**src/rtl/multicycle_sequencer.sv**
```systemverilog
// rtl/multicycle_sequencer.sv - multi-cycle FETCH/DECODE/EXECUTE/MEM/WB control sequencer
module multicycle_sequencer #(
  parameter int               XLEN        = 32,
  parameter int               MEM_TIMEOUT = 16,
  parameter logic [XLEN-1:0]  NOP_INSTR   = XLEN'(32'h00000013)
) (
  input  logic            clk,
  input  logic            rst,
  output logic            imem_req,
  input  logic            imem_ready,
  input  logic [XLEN-1:0] imem_rdata,
  output logic [XLEN-1:0] ir,
  input  logic            regwrite_control,
  input  logic            mem_read_control,
  input  logic            mem_write_control,
  output logic            dmem_req,
  output logic            dmem_we,
  input  logic            dmem_ready,
  output logic            rf_we,
  output logic            pc_en,
  output logic [31:0]     instret,
  output logic            bus_error,
  output logic [2:0]      state_o
);

  typedef enum logic [2:0] {
    S_FETCH   = 3'd0,
    S_DECODE  = 3'd1,
    S_EXECUTE = 3'd2,
    S_MEM     = 3'd3,
    S_WB      = 3'd4,
    S_ERROR   = 3'd7
  } state_t;

  localparam int CW = (MEM_TIMEOUT > 1) ? $clog2(MEM_TIMEOUT) : 1;

  state_t        state;
  logic [CW-1:0] wait_cnt;
  logic          timeout_hit;
  logic          mem_op;
  logic          ex_retire;
  logic          mem_retire;

  assign mem_op      = mem_read_control | mem_write_control;
  assign timeout_hit = (MEM_TIMEOUT != 0) && (wait_cnt == CW'(MEM_TIMEOUT - 1));

  always_ff @(posedge clk) begin
    if (rst) begin
      state     <= S_FETCH;
      ir        <= NOP_INSTR;
      instret   <= '0;
      bus_error <= 1'b0;
      wait_cnt  <= '0;
    end else begin
      case (state)
        S_FETCH: begin
          if (imem_ready) begin
            ir       <= imem_rdata;
            state    <= S_DECODE;
            wait_cnt <= '0;
          end else if (timeout_hit) begin
            state     <= S_ERROR;
            bus_error <= 1'b1;
          end else begin
            wait_cnt <= wait_cnt + 1'b1;
          end
        end
        S_DECODE: state <= S_EXECUTE;
        S_EXECUTE: begin
          wait_cnt <= '0;
          if (mem_op) begin
            state <= S_MEM;
          end else if (regwrite_control) begin
            state <= S_WB;
          end else begin
            instret <= instret + 32'd1;
            state   <= S_FETCH;
          end
        end
        S_MEM: begin
          // ready on the limit cycle still completes; only a miss there traps
          if (dmem_ready) begin
            wait_cnt <= '0;
            if (mem_write_control) begin
              instret <= instret + 32'd1;
              state   <= S_FETCH;
            end else begin
              state <= S_WB;
            end
          end else if (timeout_hit) begin
            state     <= S_ERROR;
            bus_error <= 1'b1;
          end else begin
            wait_cnt <= wait_cnt + 1'b1;
          end
        end
        S_WB: begin
          instret  <= instret + 32'd1;
          wait_cnt <= '0;
          state    <= S_FETCH;
        end
        S_ERROR: bus_error <= 1'b1;
        default: begin
          state     <= S_ERROR;
          bus_error <= 1'b1;
        end
      endcase
    end
  end

  // Retire strobes depend on this cycle's ready/flags so retirement costs no extra cycle
  assign ex_retire  = (state == S_EXECUTE) && !mem_op && !regwrite_control;
  assign mem_retire = (state == S_MEM) && dmem_ready && mem_write_control;

  assign imem_req = !rst && (state == S_FETCH);
  assign dmem_req = !rst && (state == S_MEM);
  assign dmem_we  = !rst && (state == S_MEM) && mem_write_control;
  assign rf_we    = !rst && (state == S_WB);
  assign pc_en    = !rst && (ex_retire || mem_retire || (state == S_WB));
  assign state_o  = state;

endmodule

```
**config.mk**
```make
export PLATFORM = sky130hd
export DESIGN_NAME = multicycle_sequencer
export DESIGN_NICKNAME = d
export VERILOG_FILES = /design/src/rtl/multicycle_sequencer.sv
export SDC_FILE = /design/constraint.sdc
export NUM_CORES = 1
export LEC_CHECK = 0
export ABC_AREA = 1
export BUFFER_PORTS_ARGS = -buffer_cell sky130_fd_sc_hd__buf_2
export CAP_MARGIN = 20
export CORE_UTILIZATION = 45
export CTS_CLUSTER_DIAMETER = 200
export CTS_CLUSTER_SIZE = 30
export DETAILED_ROUTE_END_ITERATION = 6
export GPL_ROUTABILITY_DRIVEN = 1
export PLACE_DENSITY_LB_ADDON = 0.05
export SYNTH_ARGS = -nofsm -noshare
export SYNTH_HDL_FRONTEND = slang
export SYNTH_SLANG_ARGS = --single-unit
```
**constraint.sdc**
```tcl
create_clock -name clk -period 4.4 [get_ports clk]
set_input_delay 0.44 -clock clk [delete_from_list [all_inputs] [get_ports clk]]
set_output_delay 0.44 -clock clk [all_outputs]
set_load 0.02 [all_outputs]
```
# ---- Yosys cells after proc, flatten, opt, wreduce, memory -nomap -nowiden
# Cells that the tools add are included.
dict set report totals {
  latchBits 0
  regBits 72
  memories 0
  output_inout_bits 73
  ramBits 0
  rom_bits 0
  elab_cells 63
  in_bits 39
}
dict set report op_classes {
  magnitude_cmp 0
  n_eq_ne 12
  mul 0
  div 0
  n_addsub 2
  muxes 20
  shifts 0
  bitwise_logic 2
  n_reduce_logical 22
}
# cell count
set op_table {}
lappend op_table {{$mux 32} 4}
lappend op_table {{$pmux 32 s3} 1}
lappend op_table {{$add 32x1->32 const B} 1}
lappend op_table {{$mux 3} 6}
lappend op_table {{$pmux 3 s6} 1}
lappend op_table {{$mux 4} 3}
lappend op_table {{$ne 2x2->1 const B} 6}
lappend op_table {{$pmux 4 s3} 1}
lappend op_table {{$logic_and 1x1->1} 9}
lappend op_table {{$eq 3x2->1 const B} 2}
lappend op_table {{$eq 3x3->1 const B} 2}
lappend op_table {{$reduce_bool 3->1} 2}
lappend op_table {{$reduce_and 5->1} 1}
lappend op_table {{$add 4x1->4 const B} 1}
lappend op_table {{$eq 4x4->1 const B} 1}
lappend op_table {{$eq 3x1->1 const B} 1}
lappend op_table {{$logic_not 1->1} 3}
lappend op_table {{$logic_not 3->1} 1}
lappend op_table {{$mux 1} 3}
lappend op_table {{$pmux 1 s3} 1}
lappend op_table {{$reduce_and 3->1} 1}
lappend op_table {{$reduce_or 3->1} 1}
lappend op_table {{$logic_or 1x1->1} 2}
lappend op_table {{$reduce_and 2->1} 1}
lappend op_table {{other kinds (3)} 3}

# ---- Depth between registers and ports, before layout
dict set report logic_depth {
  word_depth 7
  ltp_mapped 10
  mapped_depth_nobuf 9
}

# ---- Worst setup path after synthesis
# No wires, ideal clock.
dict set report synth_path {
  path_kind {reg2out}
  start {register state[0] (netlist: state_o[0])}
  end {output pc_en}
  t_arrival_ps 1447
  t_required_ps 3960
  setup_slack_ps 2513
  path_buffers 1
  path_stages_with_launch 8
  path_cell_list {dfxtp_1 > inv_1 > nor2_4 > nand2_1 > nand3_2 > buf_6 > inv_1 > nor2_1}
}
dict set report synth_via {
  elab_chain_cells 6
  word_cells_on_any_way 10
  classes_between {eq/ne (3); reduce/logical (7)}
}
# element line_no
set synth_rtl {}
lappend synth_rtl {{start: declaration} 37} ;# state_t state;
lappend synth_rtl {{start signal: assignment} 49} ;# state <= S_FETCH;
lappend synth_rtl {{start signal: assignment} 59} ;# state <= S_DECODE;
lappend synth_rtl {{start signal: assignment} 62} ;# state <= S_ERROR;
lappend synth_rtl {{$eq 3x2->1, on equally long branches} {112, 113}}
lappend synth_rtl {{$logic_and 1x1->1, on equally long branches (2 in a row)} {112, 113}}
lappend synth_rtl {{$logic_or 1x1->1} 119} ;# assign pc_en = !rst && (ex_retire || mem_retire || (state == S_WB));
lappend synth_rtl {{$logic_or 1x1->1 *} 119}
lappend synth_rtl {{$logic_and 1x1->1 *} 119}
lappend synth_rtl {{end: declaration} 20} ;# output logic pc_en,
# Mark *: on every way between the ends. The rest lies on a longest branch, timed or not.

# ---- Worst setup path after layout
# Same ends and word-level chain as after synthesis.

==> impl_results.html <==
<table>
<tr><th>Metric</th><th>Value</th></tr>
<tr><th colspan="2">Outcome</th></tr>
<tr><td>Result of the run</td><td>finished clean</td></tr>
<tr><th colspan="2">Layout</th></tr>
<tr><td>Filler-free cell count of the finished design</td><td>736</td></tr>
<tr><td>Nets@finish</td><td>673</td></tr>
<tr><td>Non-Filler Cell Area, Final</td><td>4260 um^2</td></tr>
<tr><td>Diode insertion count for antenna repair</td><td>0</td></tr>
<tr><td>Synth-to-layout area growth</td><td>22.9%</td></tr>
<tr><td>End-of-flow core utilization</td><td>57.9%</td></tr>
<tr><td>Layout cell share with drive strength beyond 1</td><td>22.3%</td></tr>
<tr><th colspan="2">Yosys</th></tr>
<tr><td>Count of flip-flops with a built-in enable after synthesis</td><td>0</td></tr>
<tr><td>Flops &amp; latches, synth</td><td>72</td></tr>
<tr><td>Sequential share of the synthesized area</td><td>41.5%</td></tr>
<tr><td>Share of flip-flops with an asynchronous set or reset after synthesis</td><td>0%</td></tr>
<tr><td>Synth warn</td><td>0</td></tr>
<tr><td>Number of instances in the synthesized netlist</td><td>527</td></tr>
<tr><td>Average size of a mapped cell</td><td>6.58 um^2</td></tr>
<tr><td>Nets in the synthesized netlist</td><td>568</td></tr>
<tr><td>Count of unique library cells instantiated by Yosys</td><td>29</td></tr>
<tr><td>Synthesized area</td><td>3470 um^2</td></tr>
<tr><td>Most instantiated flip-flop cell in the synthesis netlist</td><td>sky130_fd_sc_hd__dfxtp_1</td></tr>
<tr><th colspan="2">Floorplanning</th></tr>
<tr><td>Placeable core region</td><td>7370 um^2</td></tr>
<tr><td>Area of the die</td><td>8060 um^2</td></tr>
<tr><td>I/O pin count</td><td>112</td></tr>
<tr><td>Std cell rows</td><td>31</td></tr>
<tr><td>Effective utilization at floorplan</td><td>47.1%</td></tr>
<tr><td>X dimension of the die</td><td>89.8 um</td></tr>
<tr><td>Die height</td><td>89.8 um</td></tr>
<tr><th colspan="2">Timing</th></tr>
<tr><td>Setup-failing EPs final</td><td>0</td></tr>
<tr><td>Period Utilization, post-route</td><td>58.3%</td></tr>
<tr><td>Setup_tns</td><td>0 ps</td></tr>
<tr><td>Worst slew margin relative to its limit</td><td>51.5%</td></tr>
<tr><td>RSZ-0062 raised after global routing</td><td>no</td></tr>
<tr><td>Final Critical Period</td><td>2560 ps</td></tr>
<tr><td>Clock tree skew after final layout</td><td>13.1 ps</td></tr>
<tr><td>Fin. Hold Viols</td><td>0</td></tr>
<tr><td>Maximum achievable frequency</td><td>390 MHz</td></tr>
<tr><td>Number of slew-limit violations in the final report</td><td>0</td></tr>
<tr><td>Worst Tran Pin Value</td><td>727 ps</td></tr>
<tr><td>Min setup slack post-route</td><td>1840 ps</td></tr>
<tr><td>Worst hold slack</td><td>291 ps</td></tr>
<tr><th colspan="2">Detailed routing</th></tr>
<tr><td>Vias per cell</td><td>4.90</td></tr>
<tr><td>Final routed wire length divided by cell count</td><td>11.7 um</td></tr>
<tr><td>Total number of vias</td><td>3,603</td></tr>
<tr><td>DRC</td><td>0</td></tr>
<tr><td>Post-detailed-route count of antenna-violating nets</td><td>0</td></tr>
<tr><td>Sum of routed wire length over all layers</td><td>8.60 mm</td></tr>
<tr><td>Number of iterations in the first detailed-routing pass</td><td>4</td></tr>
<tr><td>Iteration-0 DRC Markers</td><td>170</td></tr>
<tr><th colspan="2">Clock network</th></tr>
<tr><td>Number of post-CTS setup repair buffers</td><td>0</td></tr>
<tr><td>H-tree depth</td><td>3</td></tr>
<tr><td>Clock latency reported for the late side of the worst-skew pair</td><td>350 ps</td></tr>
<tr><td>Clock tree from TritonCTS</td><td>built</td></tr>
<tr><td>Clk pin slew, worst setup/hold paths</td><td>80 ps</td></tr>
<tr><td>CTS hold repair buffers</td><td>0</td></tr>
<tr><td>Sinks on the clock net</td><td>72</td></tr>
<tr><td>Maximum buffer depth of the clock tree</td><td>2</td></tr>
<tr><td>Post-cts resize count</td><td>0</td></tr>
<tr><td>CTS buffer count</td><td>9</td></tr>
<tr><td>Clock tree root buffer cell</td><td>sky130_fd_sc_hd__clkbuf_8</td></tr>
<tr><th colspan="2">Setup path</th></tr>
<tr><td>Crit path max-delay cell type</td><td>sky130_fd_sc_hd__dfxtp_1</td></tr>
<tr><td>Critical Setup Path Class</td><td>reg -&gt; out</td></tr>
<tr><td>Most common cell on crit path</td><td>sky130_fd_sc_hd__inv_1</td></tr>
<tr><td>CP Launch Type</td><td>flop</td></tr>
<tr><td>Launching point of the worst reg2reg path</td><td>state_o[0]</td></tr>
<tr><td>CP Data Arrival Time</td><td>2120 ps</td></tr>
<tr><td>List of cells traversed by the critical path</td><td>inv_1 &gt; nor2_4 &gt; nand2_1 &gt; nand3_2 &gt; buf_4 &gt; inv_1 &gt; nor2_1 &gt; buf_2</td></tr>
<tr><td>Crit path capture type</td><td>output pin</td></tr>
<tr><td>Largest fanout on the critical path</td><td>49</td></tr>
<tr><td>Delay of the slowest cell on the worst path</td><td>450 ps</td></tr>
<tr><td>CP Data Required Time</td><td>3960 ps</td></tr>
<tr><td>Launching instance or port of the critical path</td><td>state_o[0]</td></tr>
<tr><th colspan="2">Worst hold path</th></tr>
<tr><td>Critical hold path startpoint</td><td>imem_rdata[4]</td></tr>
<tr><td>Worst hold path class</td><td>in -&gt; reg</td></tr>
<tr><th colspan="2">Flow run</th></tr>
<tr><td>MaxCap Viol Count</td><td>0</td></tr>
<tr><th colspan="2">Place</th></tr>
<tr><td>Placed instance count</td><td>720</td></tr>
<tr><td>Buffers on Ports</td><td>111</td></tr>
<tr><td>GP Congestion</td><td>0.881</td></tr>
<tr><td>Dpl hpwl</td><td>6.20 mm</td></tr>
<tr><td>Cell area reported after detailed placement</td><td>4060 um^2</td></tr>
<tr><td>Worst slack, placed</td><td>2170 ps</td></tr>
<tr><th colspan="2">Power and ir drop</th></tr>
<tr><td>Leakage power summed over all cells</td><td>1.99 nW</td></tr>
<tr><td>Total power per unit cell area</td><td>442 nW/um^2</td></tr>
<tr><td>VDD IR-drop max</td><td>0.269 mV</td></tr>
<tr><td>Power consumption</td><td>1.88 mW</td></tr>
<tr><th colspan="2">Global route</th></tr>
<tr><td>Antenna violations before repair</td><td>0</td></tr>
<tr><td>Global routing usage summed across all routing layers</td><td>22.2%</td></tr>
<tr><td>Vias in the first global route</td><td>3,370</td></tr>
<tr><td>Largest net degree at the start of global routing</td><td>53</td></tr>
<tr><td>Global-route wire length before repair</td><td>14.7 mm</td></tr>
<tr><td>Total congestion overflow after global routing</td><td>0</td></tr>
</table>
==> path summary, 6_finish.rpt <==
| path | end | cells past startpoint | slack (ps) |
|---|---|---|---|
| min | ir[4] | 3 | 290 |
| max | pc_en | 8 | 1840 |
| max reg2reg | ir[26] | 7 | 2340 |
| min reg2reg | ir[3] | 2 | 460 |
==> area by class of cell <==
type                            instances  area (um^2)
Timing Repair Buffer                  113          571
Inverter                               59          221
Sequential cell                        72         1440
Clock buffer                           12          155
Tap cell                               99          124
Clock inverter                          4         52.6
Fill cell                             784         3110
Multi-Input combinational cell        377         1700
==> state kept, by name, indices dropped and copies added, names as in the netlist <==
signal,cells
bus_error,1
wait_cnt,4
state_o,3
instret,32
ir,32
==> synthesized netlist by cell type (3+ instances only) <==
cell	number	area, um^2
sky130_fd_sc_hd__nand2_1	163	612
sky130_fd_sc_hd__dfxtp_1	72	1440
sky130_fd_sc_hd__nor2_1	67	251
sky130_fd_sc_hd__inv_1	56	210
sky130_fd_sc_hd__a21oi_1	48	240
sky130_fd_sc_hd__nand3_1	36	180
sky130_fd_sc_hd__o21ai_0	18	90.1
sky130_fd_sc_hd__nand4_1	10	62.6
sky130_fd_sc_hd__clkbuf_1	7	26.3
sky130_fd_sc_hd__nor3_1	7	35.0
sky130_fd_sc_hd__nor2_2	6	37.5
sky130_fd_sc_hd__xor2_1	6	52.6
sky130_fd_sc_hd__buf_2	5	25.0
sky130_fd_sc_hd__buf_4	4	30.0
sky130_fd_sc_hd__a31oi_1	3	18.8
sky130_fd_sc_hd__inv_2	3	11.3
==> worst max-delay path: cells and delay by family, from the launching register on <==
| family | cells | cell delay (ps) |
|---|---|---|
| buf+inv | 4 | 920 |
| flops | 1 | 450 |
| simple gates | 4 | 410 |
==> layout by cell type, fill, tap and decap left out <==
cell and n:
sky130_fd_sc_hd__a21oi_1 48, sky130_fd_sc_hd__buf_4 2, sky130_fd_sc_hd__nor3_1 7, sky130_fd_sc_hd__o21a_1 1, sky130_fd_sc_hd__nor2_4 1, sky130_fd_sc_hd__nand2_2 2, sky130_fd_sc_hd__nand2_1 163, sky130_fd_sc_hd__inv_1 56
sky130_fd_sc_hd__o21ai_1 1, sky130_fd_sc_hd__nor3b_1 1, sky130_fd_sc_hd__and3_1 1, sky130_fd_sc_hd__a41oi_1 1, sky130_fd_sc_hd__nand3_2 1, sky130_fd_sc_hd__nand4_1 10, sky130_fd_sc_hd__xor2_1 6, sky130_fd_sc_hd__clkbuf_8 11
sky130_fd_sc_hd__buf_2 111, sky130_fd_sc_hd__dfxtp_1 72, sky130_fd_sc_hd__xnor2_1 1, sky130_fd_sc_hd__nor3_4 1, sky130_fd_sc_hd__clkinvlp_4 3, sky130_fd_sc_hd__nor2_2 6, sky130_fd_sc_hd__nor2_1 67, sky130_fd_sc_hd__a31oi_1 3
sky130_fd_sc_hd__nand3_1 36, sky130_fd_sc_hd__ha_1 2, sky130_fd_sc_hd__o21ai_0 18, sky130_fd_sc_hd__clkbuf_1 1, sky130_fd_sc_hd__inv_2 3, sky130_fd_sc_hd__bufinv_16 1
==> logic make-up after synthesis <==
| kind of cell | Yosys count | share of synthesized area, % |
|---|---|---|
| AND/OR/NAND/NOR | 296 | 35.8 |
| buffers and inverters | 78 | 9.48 |
| AO/OA/AOI/OAI | 72 | 10.7 |
| adder cells (fa/ha/maj) | 2 | 0.721 |
| XOR/XNOR | 7 | 1.77 |
| flip-flops | 72 | 41.5 |
==> per-layer routing <==
layer | vias up | global-route usage, % | routed length [um]
met5 | - | 0 | 0
li1 | 1871 | - | -
met3 | 11 | 7.45 | 628
met1 | 1615 | 26.3 | 3760
met4 | 0 | 6.97 | 103
met2 | 106 | 37.7 | 4110
==> where the power goes <==
part	leakage, nW	switching [mW]	total, mW	internal, mW
clock	0.0948	0.255	0.548	0.293
sequential	0.586	0.0522	0.786	0.734
combinational	1.31	0.382	0.551	0.169
total	1.99	0.689	1.88	1.20
(Power assumes the default switching activity.)
